`src/rtl/fifo_pkg.sv`:
```
//==============================================================================
// Module   : fifo_pkg
// Brief    : Shared defaults and helpers for the synchronous FIFO family.
//            Downstream arbiters reuse the default sizes and depth helper.
// Revision : 1.0 - initial release
//==============================================================================
`default_nettype none

package fifo_pkg;

   // Default word width and address width for FIFO instances
   localparam int c_default_data_size = 10;
   localparam int c_default_addr_size = 3;

   // Number of words addressable with the given address width
   function automatic int fifo_depth(input int addr_size);
      return 1 << addr_size;
   endfunction

endpackage : fifo_pkg

`default_nettype wire

```
`src/rtl/fifo_ram_dp.sv`:
```
//==============================================================================
// Module   : fifo_ram_dp
// Brief    : Dual-port storage array, synchronous write port and asynchronous
//            read address. Contents are not reset.
// Revision : 1.0 - initial release
//==============================================================================
`default_nettype none

module fifo_ram_dp
   import fifo_pkg::*;
#(
   parameter int DATA_SIZE = c_default_data_size,
   parameter int ADDR_SIZE = c_default_addr_size
) (
   input  logic                 clk,
   input  logic                 i_we,
   input  logic [ADDR_SIZE-1:0] i_waddr,
   input  logic [DATA_SIZE-1:0] i_wdata,
   input  logic [ADDR_SIZE-1:0] i_raddr,
   output logic [DATA_SIZE-1:0] o_rdata
);

   localparam int c_depth = fifo_depth(ADDR_SIZE);

   logic [DATA_SIZE-1:0] r_mem [c_depth];

   // Write port: store the word on an accepted write
   always_ff @(posedge clk) begin
      if (i_we) begin
         r_mem[i_waddr] <= i_wdata;
      end
   end

   // Read port is purely combinational so the pop can register it in one edge
   assign o_rdata = r_mem[i_raddr];

endmodule : fifo_ram_dp

`default_nettype wire

```
`src/rtl/fifo_sync_param.sv`:
```
//==============================================================================
// Module   : fifo_sync_param
// Brief    : Parametrised synchronous FIFO with occupancy count, full/empty
//            and programmable almost-full/almost-empty flags.
//            Optional macro FIFO_ERR_EN adds a sticky overflow/underflow
//            flag on port error_out.
// Revision : 1.0 - initial release
//==============================================================================
`default_nettype none

module fifo_sync_param
   import fifo_pkg::*;
#(
   parameter int DATA_SIZE = c_default_data_size,
   parameter int ADDR_SIZE = c_default_addr_size
) (
   input  logic                 clk,
   input  logic                 reset_L,
   input  logic                 push,
   input  logic [DATA_SIZE-1:0] data_in,
   input  logic                 pop,
   input  logic [ADDR_SIZE:0]   th_almost_full,
   input  logic [ADDR_SIZE:0]   th_almost_empty,
   output logic [DATA_SIZE-1:0] data_out,
   output logic                 valid_out,
   output logic [ADDR_SIZE:0]   fifo_count,
`ifdef FIFO_ERR_EN
   output logic                 error_out,
`endif
   output logic                 full,
   output logic                 empty,
   output logic                 almost_full,
   output logic                 almost_empty
);

   localparam int                 c_depth     = fifo_depth(ADDR_SIZE);
   localparam logic [ADDR_SIZE:0] c_depth_cnt = c_depth[ADDR_SIZE:0];
   localparam logic [ADDR_SIZE-1:0] c_ptr_one = 1;
   localparam logic [ADDR_SIZE:0]   c_cnt_one = 1;

   logic [ADDR_SIZE-1:0] r_wr_ptr;
   logic [ADDR_SIZE-1:0] r_rd_ptr;
   logic [ADDR_SIZE:0]   r_count;
   logic [DATA_SIZE-1:0] r_data_out;
   logic                 r_valid_out;
   logic [DATA_SIZE-1:0] w_ram_rdata;
   logic                 w_push_ok;
   logic                 w_pop_ok;
   logic                 w_full;
   logic                 w_empty;

   // Status flags derive from the registered count only
   assign w_full  = (r_count == c_depth_cnt);
   assign w_empty = (r_count == '0);

   // A full FIFO still takes a push when a pop frees a slot in the same edge;
   // an empty FIFO never serves a pop, even alongside a push
   assign w_push_ok = push && (!w_full || pop);
   assign w_pop_ok  = pop && !w_empty;

   fifo_ram_dp #(
      .DATA_SIZE (DATA_SIZE),
      .ADDR_SIZE (ADDR_SIZE)
   ) u_ram (
      .clk     (clk),
      .i_we    (w_push_ok),
      .i_waddr (r_wr_ptr),
      .i_wdata (data_in),
      .i_raddr (r_rd_ptr),
      .o_rdata (w_ram_rdata)
   );

   // Pointer and occupancy tracking; pointers wrap naturally modulo depth
   always_ff @(posedge clk or negedge reset_L) begin
      if (!reset_L) begin
         r_wr_ptr <= '0;
         r_rd_ptr <= '0;
         r_count  <= '0;
      end else begin
         if (w_push_ok) begin
            r_wr_ptr <= r_wr_ptr + c_ptr_one;
         end
         if (w_pop_ok) begin
            r_rd_ptr <= r_rd_ptr + c_ptr_one;
         end
         case ({w_push_ok, w_pop_ok})
            2'b10:   r_count <= r_count + c_cnt_one;
            2'b01:   r_count <= r_count - c_cnt_one;
            default: r_count <= r_count;
         endcase
      end
   end

   // Read data register: capture the head word on an accepted pop, else hold
   always_ff @(posedge clk or negedge reset_L) begin
      if (!reset_L) begin
         r_data_out  <= '0;
         r_valid_out <= 1'b0;
      end else begin
         r_valid_out <= w_pop_ok;
         if (w_pop_ok) begin
            r_data_out <= w_ram_rdata;
         end
      end
   end

`ifdef FIFO_ERR_EN
   logic r_error;

   // Sticky error: any rejected push or pop latches until reset
   always_ff @(posedge clk or negedge reset_L) begin
      if (!reset_L) begin
         r_error <= 1'b0;
      end else if ((push && !w_push_ok) || (pop && !w_pop_ok)) begin
         r_error <= 1'b1;
      end
   end

   assign error_out = r_error;
`endif

   assign data_out     = r_data_out;
   assign valid_out    = r_valid_out;
   assign fifo_count   = r_count;
   assign full         = w_full;
   assign empty        = w_empty;
   assign almost_full  = (r_count >= th_almost_full);
   assign almost_empty = (r_count <= th_almost_empty);

endmodule : fifo_sync_param

`default_nettype wire

```
`config.mk`:
```
export PLATFORM = sky130hd
export DESIGN_NAME = fifo_sync_param
export DESIGN_NICKNAME = d
export VERILOG_FILES = /design/src/rtl/fifo_pkg.sv /design/src/rtl/fifo_ram_dp.sv /design/src/rtl/fifo_sync_param.sv
export SDC_FILE = /design/constraint.sdc
export NUM_CORES = 1
export LEC_CHECK = 0
export CAP_MARGIN = 10
export CORE_MARGIN = 2
export CORE_UTILIZATION = 40
export CTS_BUF_LIST = sky130_fd_sc_hd__clkbuf_16
export DETAILED_ROUTE_END_ITERATION = 10
export GPL_ROUTABILITY_DRIVEN = 0
export PLACE_DENSITY = 0.62
export SETUP_SLACK_MARGIN = 0.02
export SYNTH_ARGS = -nofsm -noshare
export SYNTH_HDL_FRONTEND = slang
export SYNTH_SLANG_ARGS = --single-unit
```
`constraint.sdc`:
```
create_clock -name clk -period 2.94 [get_ports clk]
set_clock_uncertainty 0.05 [all_clocks]
set_input_delay 0.882 -clock clk [delete_from_list [all_inputs] [get_ports clk]]
set_output_delay 0.882 -clock clk [all_outputs]
set_load 0.005 [all_outputs]
```
## Word-level counts from Yosys, hierarchy flattened

Memory sizes are Yosys's and may differ from the RTL's. A register that Yosys moved wholly into a read port is not among the register bits.
Index checks and enable logic that the tools add are counted.

| storage, ports and cells | value |
|---|---|
| flip-flop bits (word level) | 11 |
| latch bits | 0 |
| RAM bits | 80 |
| memory bits (read-only) | 0 |
| bits of input ports | 22 |
| output and inout port bits | 19 |
| logic and storage cells | 25 |
| memories kept | 1 |

| cells by class | value |
|---|---|
| add/subtract/negate cells | 4 |
| multiply operators | 0 |
| div/mod/pow operators | 0 |
| magnitude comparators | 2 |
| eq/ne operators | 3 |
| shift operators | 0 |
| muxes and demuxes | 3 |
| bitwise logic cells | 0 |
| reduce and logical (&&, ||, !) cells | 8 |

Memory list:

| memory | depth | width | rd ports | clocked after Yosys merged registers in | wr ports | line | RTL |
|---|---|---|---|---|---|---|---|
| u_ram.r_mem | 8 | 10 | 1 | 1 | 1 | fifo_ram_dp.sv:25 | `logic [DATA_SIZE-1:0] r_mem [c_depth];` |

Operators with widths:

| operator | number |
|---|---|
| one-hot mux 4 bit (2 select lines) | 1 |
| adder 3 x 1 -> 3 bit (second input constant) | 2 |
| adder 4 x 1 -> 4 bit (second input constant) | 1 |
| equality test 4 bit (second input constant) | 1 |
| greater-or-equal comparator 4 bit | 1 |
| less-or-equal comparator 4 bit | 1 |
| zero test 4 bit | 1 |
| subtractor 4 x 1 -> 4 bit (second input constant) | 1 |
| zero test 1 bit | 3 |
| equality test 2 x 1 -> 1 bit (second input constant) | 1 |
| equality test 2 bit (second input constant) | 1 |
| logical AND 1 bit | 2 |
| two-way mux 1 bit | 2 |
| nonzero test 2 bit | 1 |
| logical OR 1 bit | 1 |

## Depth between registers and ports, before layout

| depth | value |
|---|---|
| depth after elaboration | 6 |
| depth in mapped cells | 9 |
| gate-level depth less buffers | 9 |

## By module

Synthesis repeated with hierarchy kept, for this count alone.

| second synthesis, totals | value |
|---|---|
| cell total of the unflattened synthesis | 248 |
| area total of the unflattened synthesis | 4259.1 sq um |

By module, submodules not included:

| module | times used | cells an instance | area each (sq um) |
|---|---|---|---|
| fifo_ram_dp | 1 | 128 | 3133.0 |
| fifo_sync_param | 1 | 120 | 1126.1 |

## Worst setup path before layout

No wires, ideal clock.

| timing | value |
|---|---|
| kind | input-to-output |
| start | in th_almost_empty[1] |
| end | out almost_empty |
| arrival | 1.792 ns |
| required time | 2.008 ns |
| setup slack | 0.216 ns |
| cell stages on the path | 6 |
| cells stage by stage | inv_1 ha_1 nor2b_1 o21a_1 o21a_1 o21ai_0 |

| between the ends | value |
|---|---|
| longest elaborated chain between the ends | 1 |

Ends and longest elaborated chain:

| what | line | RTL |
|---|---|---|
| start: declaration | fifo_sync_param.sv:23 | `input logic [ADDR_SIZE:0] th_almost_empty,` |
| less-or-equal comparator 4 bit | fifo_sync_param.sv:128 | `assign almost_empty = (r_count <= th_almost_empty);` |
| end: declaration | fifo_sync_param.sv:33 | `output logic almost_empty` |

No other way between the ends.

## Final worst setup path

| timing | value |
|---|---|
| start | in th_almost_full[3] |
| end | out almost_full |

| between the ends | value |
|---|---|
| longest elaborated chain between the ends | 1 |

Ends and longest elaborated chain:

| what | line | RTL |
|---|---|---|
| start: declaration | fifo_sync_param.sv:22 | `input logic [ADDR_SIZE:0] th_almost_full,` |
| greater-or-equal comparator 4 bit | fifo_sync_param.sv:127 | `assign almost_full = (r_count >= th_almost_full);` |
| end: declaration | fifo_sync_param.sv:32 | `output logic almost_full,` |

No other way between the ends.

==> flow_metrics.tcl <==
set metrics [dict create \
    status "complete, no violations" \
    hold_viol 0 \
    r2r_cells 9 \
    overflow 0 \
    yosysWarnings 0 \
    async_reset_ff_share_pct 20.79 \
    h-tree-depth 3 \
    grt_pass1_vias 2470 \
    hp-class "reg -> reg" \
    required_ps 2010 \
    yosysMostFrequentCell "edfxtp_1" \
    insertion_delay_ps 330 \
    cts-buffers-inserted 9 \
    ys_types 36 \
    dp_hpwl_um 5018 \
    path_class "in -> out" \
    finalWirelength_um 7737 \
    num_io_pins 41 \
    p_leak_uw 0.002001 \
    synth_top_family_by_area "multiplexers" \
    synthFlopType "edfxtp_1" \
    muxShareOfSynthArea_pct 10.00 \
    clk_pin_slew_worst_paths_ps 70 \
    dr.pass1.iters 4 \
    area_growth_pct 24.06 \
    antenna_found_initial 0 \
    fp-row-count 37 \
    ys_ff_latch 101 \
    dp.cells 464 \
    layout.nets 376 \
    portBuffers 40 \
    synth_area_mm2 0.004254 \
    startpoint_type "input pin" \
    seq_area_frac_synth_pct 68.82 \
    via_per_inst 5.108 \
    synth_area_leaders "edfxtp_1, dfrtp_1, mux2_2" \
    peakVddDrop_mv 0.3460 \
    wl_met3_um 241 \
    synth_edf_count 80 \
    clock_sinks 101 \
    period_minus_slack_ps 2886 \
    hold_ws_ps 434.3 \
    finalNonFillerCells 481 \
    synth_area_per_cell_um2 15.36 \
    worstMarginPinSlew_ps 877.6 \
    setup_viol 0 \
    cts_buffer_depth 2 \
    rsz0062_at_grt "true" \
    num-fill-cells 870 \
    worstPathArrival_ps 1950 \
    timing.rr.end "fifo_count[3]" \
    drc 0 \
    regArea_mm2 0.002929 \
    postCtsHoldBufs 0 \
    cts-root-buf "clkbuf_16" \
    wl_per_cell_um 16.09 \
    timing.final.crit_share_pct 98.18 \
    crit_end "almost_full" \
    fp.dieW_um 107.1 \
    cp-end-kind "output port" \
    synthXorXnorAreaFrac_pct 1.235 \
    yosysTopAreaCell "edfxtp_1" \
    relSlewSlack_pct 41.37 \
    yosys.area_share.adder_pct 4.294 \
    maxSlewViolCount 0 \
    highest_layer "met4" \
    fmax_mhz 346.4 \
    cp_max_fo 1 \
    die_height_um 107.1 \
    grt_pass1_wl_um 12540 \
    cts_tree "done" \
    synth_compound_area_share_pct 7.353 \
    rrSetupSlack_ps 350 \
    synthesis.instances 277 \
    drive_gt1_share_pct 22.32 \
    grtUsageTotal_pct 14.67 \
    multi_input_area_mm2 0.001286 \
    synth_common_cells "edfxtp_1, nand2_1, dfrtp_1" \
    critPathLaunch "th_almost_full[3]" \
    timing.rr.start "fifo_count[1]" \
    grt_max_degree 33 \
    m1WireLength_um 3478 \
    drtIter0Drc 137 \
    wl_met2_um 3909 \
    synth.top_cell.area_share_pct 56.47 \
    antenna_cells 0 \
    syn_nets 313 \
    power_density_mw_per_mm2 941.1 \
    start_util_pct 41.21 \
    core_area_mm2 0.01032 \
    vias 2457 \
    maxCapViolCount 0 \
    synth-simple-area-share_pct 5.441 \
    dieArea_mm2 0.01148 \
    drtAntennaViolNets 0 \
]
==> logic make-up after synthesis <==
family | count (synthesis)
adders and majority gates | 14
AOI/OAI and AO/OA | 44
DFF | 101
buffers and inverters | 24
muxes | 40
xor gates and xnor gates | 6
and+or+nand+nor | 48
==> worst max-delay path, stage by stage <==
cell,delay [ps]
clkdlybuf4s50_1,460
inv_1,40
ha_1,280
a21o_1,170
buf_2,120
==> state kept, by name, summed over array words and instances, names as in the netlist <==
name         flops
fifo_count       4
r_wr_ptr         3
r_rd_ptr         3
u_ram.r_mem     80
valid_out        1
data_out        10
==> layout make-up <==
type / instances / share of cell area [%]
Sequential cell: 101 / 55.50
Multi-Input combinational cell: 152 / 24.37
Timing Repair Buffer: 62 / 10.48
Clock buffer: 9 / 4.267
Tap cell: 136 / 3.224
Clock inverter: 7 / 1.138
Inverter: 14 / 1.019
==> worst min-delay path by stage <==
stage | from | cells after the start | to
detailed placement | data_out[9] | 2 | data_out[9]
global route | data_out[1] | 2 | data_out[1]
CTS | data_out[9] | 2 | data_out[9]
finish | data_out[9] | 2 | data_out[9]
global placement | data_out[9] | 2 | data_out[9]
floorplan | data_out[9] | 2 | data_out[9]
==> per-layer routing <==
| layer | track usage (%) | vias up |
|---|---|---|
| met1 | 18.79 | 1208 |
| met3 | 2.614 | 7 |
| met2 | 24.37 | 57 |
| met4 | 6.494 | 0 |
| li1 | - | 1185 |
| met5 | 0 | - |
==> power breakdown <==
part	leakage [uW]	total, uW	switching (uW)	internal, uW
clock network	0.000141	1110	519	587
registers	0.000977	2120	265	1860
logic	0.000883	1740	805	932
==> metrics by stage <==
step / util (%) / setup slack [ps] / area, um^2 / setup TNS, ps / total power, uW
after floorplan: - / 215.7 / 4254 / 0 / 3156
after global placement: 47.79 / -740.2 / 4933 / -1369 / 3821
after detailed placement: 47.79 / -830.4 / 4933 / -1508 / 3867
after CTS: 50.88 / 19.15 / 5253 / 0 / 5007
after global routing: 51.12 / 11.38 / 5278 / 0 / 5290
final: 51.12 / 53.56 / 5278 / 0 / 4967
==> repair_timing <==
action	CTS	global route
endpoints found under the setup margin	3	3
endpoints found under the hold margin	0	0
resized for setup	27	7
buffers inserted	1	0
pin swaps	12	3
==> cell usage in the layout, fill, tap and decap left out, types with 5 or more instances in the layout <==
| cell | count |
|---|---|
| clkdlybuf4s50_1 | 30 |
| ha_1 | 8 |
| mux2i_1 | 20 |
| edfxtp_1 | 80 |
| o21ai_0 | 5 |
| nand2_1 | 24 |
| buf_4 | 20 |
| dfrtp_1 | 20 |
| o21ai_1 | 10 |
| inv_1 | 9 |
| o22ai_1 | 10 |
| inv_2 | 5 |
| clkbuf_16 | 9 |
| a221o_1 | 10 |
| xnor2_1 | 5 |
| nor3_1 | 5 |
| mux2_2 | 20 |
No activity file was read; power rests on OpenSTA's default activity.
